[src/rtl/dff_shift_reg.sv]
`default_nettype none
// ============================================================================
// Module   : dff_shift_reg
// Brief    : WIDTH-bit hold / shift-right / shift-left / load register with
//            serial I/O, optional rotate and a word-shift counter.
// Revision : 1.0 - initial release
// ============================================================================
module dff_shift_reg #(
    parameter int              WIDTH       = 8,
    parameter logic [WIDTH-1:0] RESET_VALUE = {WIDTH{1'b0}},
    parameter bit              ROTATE      = 1'b0
) (
    input  logic                       clk,
    input  logic                       reset,
    input  logic                       en,
    input  logic [1:0]                 mode,
    input  logic                       ser_in,
    input  logic [WIDTH-1:0]           data,
    output logic [WIDTH-1:0]           q,
    output logic [WIDTH-1:0]           qbar,
    output logic                       ser_out,
    output logic [$clog2(WIDTH+1)-1:0] shift_cnt,
    output logic                       done
);

    localparam int CNT_W = $clog2(WIDTH + 1);

    localparam logic [1:0]       c_MODE_HOLD  = 2'b00;
    localparam logic [1:0]       c_MODE_SHR   = 2'b01;
    localparam logic [1:0]       c_MODE_SHL   = 2'b10;
    localparam logic [1:0]       c_MODE_LOAD  = 2'b11;
    localparam logic [CNT_W-1:0] c_CNT_LAST   = CNT_W'(WIDTH - 1);
    localparam logic [CNT_W-1:0] c_CNT_ONE    = CNT_W'(1);

    generate
        if (WIDTH < 2) begin : g_width_check
            $error("dff_shift_reg: WIDTH must be 2 or more");
        end
    endgenerate

    logic [WIDTH-1:0] r_q;
    logic [CNT_W-1:0] r_cnt;
    logic             r_done;

    logic             w_fill_right;
    logic             w_fill_left;
    logic [WIDTH-1:0] w_shr;
    logic [WIDTH-1:0] w_shl;

    // Vacated bit comes from the opposite end when rotating, else from ser_in.
    generate
        if (ROTATE) begin : g_rotate
            assign w_fill_right = r_q[0];
            assign w_fill_left  = r_q[WIDTH-1];
        end else begin : g_fill
            assign w_fill_right = ser_in;
            assign w_fill_left  = ser_in;
        end
    endgenerate

    assign w_shr = {w_fill_right, r_q[WIDTH-1:1]};
    assign w_shl = {r_q[WIDTH-2:0], w_fill_left};

    always_ff @(posedge clk or negedge reset) begin
        if (!reset) begin
            r_q    <= RESET_VALUE;
            r_cnt  <= '0;
            r_done <= 1'b0;
        end else begin
            r_done <= 1'b0;
            if (en) begin
                case (mode)
                    c_MODE_LOAD: begin
                        r_q   <= data;
                        r_cnt <= '0;
                    end
                    c_MODE_SHR, c_MODE_SHL: begin
                        r_q <= (mode == c_MODE_SHR) ? w_shr : w_shl;
                        // Direction changes do not restart the word count.
                        if (r_cnt == c_CNT_LAST) begin
                            r_cnt  <= '0;
                            r_done <= 1'b1;
                        end else begin
                            r_cnt  <= r_cnt + c_CNT_ONE;
                        end
                    end
                    c_MODE_HOLD: begin
                        r_q   <= r_q;
                        r_cnt <= r_cnt;
                    end
                    default: begin
                        r_q   <= r_q;
                        r_cnt <= r_cnt;
                    end
                endcase
            end
        end
    end

    assign q         = r_q;
    assign qbar      = ~r_q;
    assign ser_out   = (mode == c_MODE_SHR) ? r_q[0] : r_q[WIDTH-1];
    assign shift_cnt = r_cnt;
    assign done      = r_done;

endmodule
`default_nettype wire

[config.mk]
export PLATFORM = sky130hd
export DESIGN_NAME = dff_shift_reg
export DESIGN_NICKNAME = d
export VERILOG_FILES = /design/src/rtl/dff_shift_reg.sv
export SDC_FILE = /design/constraint.sdc
export NUM_CORES = 1
export LEC_CHECK = 0
export CAP_MARGIN = 20
export CORE_AREA = 2 2 47 49
export DETAILED_ROUTE_END_ITERATION = 12
export DIE_AREA = 0 0 49 51
export GPL_TIMING_DRIVEN = 0
export PLACE_DENSITY_LB_ADDON = 0.3
export SLEW_MARGIN = 20
export SYNTH_ARGS = -nofsm -noshare
export SYNTH_HDL_FRONTEND = slang
export SYNTH_SLANG_ARGS = --single-unit
export TNS_END_PERCENT = 20
[constraint.sdc]
create_clock -name clk -period 4 [get_ports clk]
set_input_delay 0.6 -clock clk [delete_from_list [all_inputs] [get_ports clk]]
set_output_delay 0.6 -clock clk [all_outputs]
set_load 0.01 [all_outputs]
### Word level (Yosys, flattened, before mapping)

Index checks and enable logic that the tools add are counted.
Widths: inputs -> output; s select.

* flip-flop bits (word level): 13
* latch bits: 0
* memory bits (writable): 0
* ROM bits: 0
* input bits: 14
* output and inout bits: 22
* word-level logic and storage cells: 21
* memories kept: 0

* add/subtract/negate cells: 1
* multipliers: 0
* div/mod/pow operators: 0
* order comparisons: 0
* eq/ne operators: 4
* shift-type cells: 0
* mux-type cells: 8
* bitwise logic cells: 2
* reductions and logical operators: 3

Operator list (count)
* $pmux 8 s2: 1
* $mux 8: 1
* $not 8->8: 1
* $pmux 4 s2: 1
* $add 4x1->4 const B: 1
* $eq 2x2->1 const B: 2
* $eq 4x3->1 const B: 1
* $mux 1: 4
* $mux 4: 1
* $eq 2x1->1 const B: 1
* $logic_not 2->1: 1
* $reduce_and 2->1: 1
* $reduce_or 2->1: 1
* $not 1->1: 1

### Depth between registers and ports, before layout

* depth after elaboration: 4
* depth in mapped cells: 6
* mapped depth without buffers: 5

### Worst setup path after synthesis

OpenSTA, ideal clock, no wires.

* path type: input to output
* start point: input port mode[1]
* end point: output port ser_out
* data arrival time: 1258 ps
* data required time: 3400 ps
* path slack: 2142 ps
* cell stages on the path: 4
* path through: inv_1 -> ha_1 -> buf_4 -> o21ai_0

* cells in the longest elaborated chain, start to end: 2

RTL lines
* start, declared: line 16 `input logic [1:0] mode,`
* $eq 2x1->1: line 102 `assign ser_out = (mode == c_MODE_SHR) ? r_q[0] : r_q[WIDTH-1];`
* $mux 1: line 102
* end, declared: line 21 `output logic ser_out,`

Every way passes these cells.

### Worst setup path after layout

Same ends and word-level chain as after synthesis.

==> metrics <==
run status=complete, no violations; die area=2500 sq um; initial antenna violation count=0; WP data required=approximately 3.4 ns; HP Start=shift_cnt[0]$_DFFE_PN0P_; GP Congestion=0.749; WL final=~2000 um; First-pass DRT Iterations=4; worst hold path class=reg -> reg; clock slew at reported path FFs=0.08 ns; Synth top cells by count=dfrtp_1 (13), inv_1 (10), nor2_1 (9); clock tree sinks=13; CP startpoint kind=primary input; EDFF count, synth=0; Hold-fix buffers, CTS=0; Slew Limit Fails=0; H-tree Lvls=1; Fmax=approximately 360 MHz; synthesized cell area=approximately 800 sq um; Worst R2R Start=shift_cnt[0]$_DFFE_PN0P_; fillcell total=205; Leak=approximately 0.57 nW; asr flop ratio synth=1.00; number of synthesized register bits=13; total track usage=0.176; Max Cap Viol=0; RSZ-0062 raised after global routing=false; arrival time worst endpoint=2.21 ns; final setup vio count=0; Avg Inst Size Synth=9.52 sq um; Post-CTS Setup Inserts=0; port bufs=35; vias=roughly 740; period utilization=0.701; count leader, synth=dfrtp_1; first-pass GRT wire length=3340 um; Max Used Layer=met4; drc violations=0; Worst Hold End=shift_cnt[0]$_DFFE_PN0P_; grt ovf=0; CTS tree=built; CTS Buf Count=3; Site Rows=17; vias per cell=4.88; Die Wd=49 um; VDD IR max=approximately 210 uV; Final Hold Violating Endpoints=0; CP max FO=10; reg-to-reg slack, setup=2.58 ns; reg2reg end=shift_cnt[3]$_DFFE_PN0P_; Clock Skews=0.00149 ns; Die Y-Extent=51 um; WL/cell=between 10 and 15 um; Netlist cell types=22; final net count=around 140; Area contributors post-synth=dfrtp_1 (41%), mux2i_1 (10%), a211oi_1 (7.5%); setup TNS=0 ns; core box area=between 2000 and 2500 sq um; post-synthesis sequential area ratio=0.407; cell count of the worst reg-to-reg path=4; initial drt markers=13; Slew HR=0.603; Primary FF master, synth=dfrtp_1; met3 routed WL=80 um; post_cts resized=0; Syn-to-layout area delta=51.6%; routed length on met1=916 um; Syn Nets=101; vias in the first global route=743; # diodes=0; post-synth top area share=0.407; PD cells=398 nW/um^2; Final min period=about 2.8 ns; layout cells sized above 1=0.0976; HPWL Detailed=1500 um; Tightest Pin Transition=0.593 ns; antenna-violating nets left=0; Synth area leader=dfrtp_1; hold path cells=1; clk_lat worst skew=between 0.2 and 0.3 ns; CP endpoint kind=output pin; I/O pin total=36; clock root cell=clkbuf_4; clock buffer depth=2; initial core utilization=0.388; number of synthesis warnings=0; PnR Total Power=~480 uW; largest net degree at the start of global routing=14; met2 routed WL=977 um; Mapped Cells=84; Crit Path Category=in -> out
[sequential cells by signal (all words and copies together) (netlist names)]
name and count:
q 8, shift_cnt 4, done 1
[placed cells by master (no fill, tap or decap), drive strengths merged]
| cell type | netlist | routed |
|---|---|---|
| nand4bb | 1 | 1 |
| o211ai | 1 | 1 |
| clkbuf | 0 | 3 |
| nand3 | 1 | 1 |
| nand2 | 6 | 6 |
| clkinv | 0 | 1 |
| ha | 3 | 3 |
| mux2i | 8 | 8 |
| a22o | 1 | 1 |
| a21o | 8 | 8 |
| o21ai | 4 | 4 |
| nand2b | 3 | 3 |
| nor2 | 9 | 9 |
| nand3b | 1 | 1 |
| a211oi | 8 | 8 |
| or2 | 1 | 1 |
| dfrtp | 13 | 13 |
| buf | 5 | 5 |
| clkdlybuf4s50 | 0 | 35 |
| or3b | 1 | 1 |
| inv | 10 | 10 |
[through the flow]
step	util	std cells	setup slack [ns]	area (sq um)	hold WS (ns)
2_1_floorplan	-	84	2.14	800	0.304
3_3_place_gp	0.574	147	1.25	1180	0.514
3_5_place_dp	0.574	147	1.17	1180	0.532
4_1_cts	0.588	151	1.17	1210	0.543
5_1_grt	0.588	151	1.12	1210	0.574
6_report	0.588	151	1.19	1210	0.544
[metal layers]
metal | GRT usage | up-vias
li1 | - | 370
met1 | 0.217 | 341
met2 | 0.288 | 22
met3 | 0.0439 | 4
met4 | 0.0857 | 0
met5 | 0 | -
[critical path: stages]
cell             delay [ns]
clkdlybuf4s50_1        0.46
inv_1                  0.06
ha_1                   0.18
buf_4                  0.19
o21ai_0                0.16
clkdlybuf4s50_1        0.56
[worst max path at each step]
stage / from / to / cells after the start
after floorplan: mode[1] / ser_out / 4
after global placement: mode[1] / ser_out / 6
after detailed placement: mode[1] / ser_out / 6
after CTS: mode[1] / ser_out / 6
after global routing: mode[1] / ser_out / 6
final: mode[1] / ser_out / 6
[layout make-up]
type                            count  area [sq um]  area share
Timing Repair Buffer               35           350       0.289
Clock buffer                        3          22.5      0.0186
Sequential cell                    13           325       0.268
Clock inverter                      1          5.00     0.00413
Buffer                              5          33.8      0.0279
Multi-Input combinational cell     56           403       0.332
Inverter                           10          37.5      0.0310
Tap cell                           28          35.0      0.0289
[power breakdown]
part	internal, mW	total, mW	switching, mW
clock network	0.0370	0.0808	0.0438
logic	0.125	0.209	0.0837
registers	0.157	0.193	0.0357
[cell families (layout without fill, tap and decap cells)]
| logic type | Yosys count | count (layout) | share of synthesized area |
|---|---|---|---|
| AO/OA/AOI/OAI | 22 | 22 | 0.202 |
| buffers and inverters | 15 | 54 | 0.0892 |
| multiplexers | 8 | 8 | 0.100 |
| flip-flops | 13 | 13 | 0.407 |
| AND/OR/NAND/NOR | 23 | 23 | 0.155 |
| adder cells (fa/ha/maj) | 3 | 3 | 0.0470 |
(Power assumes the default switching activity.)
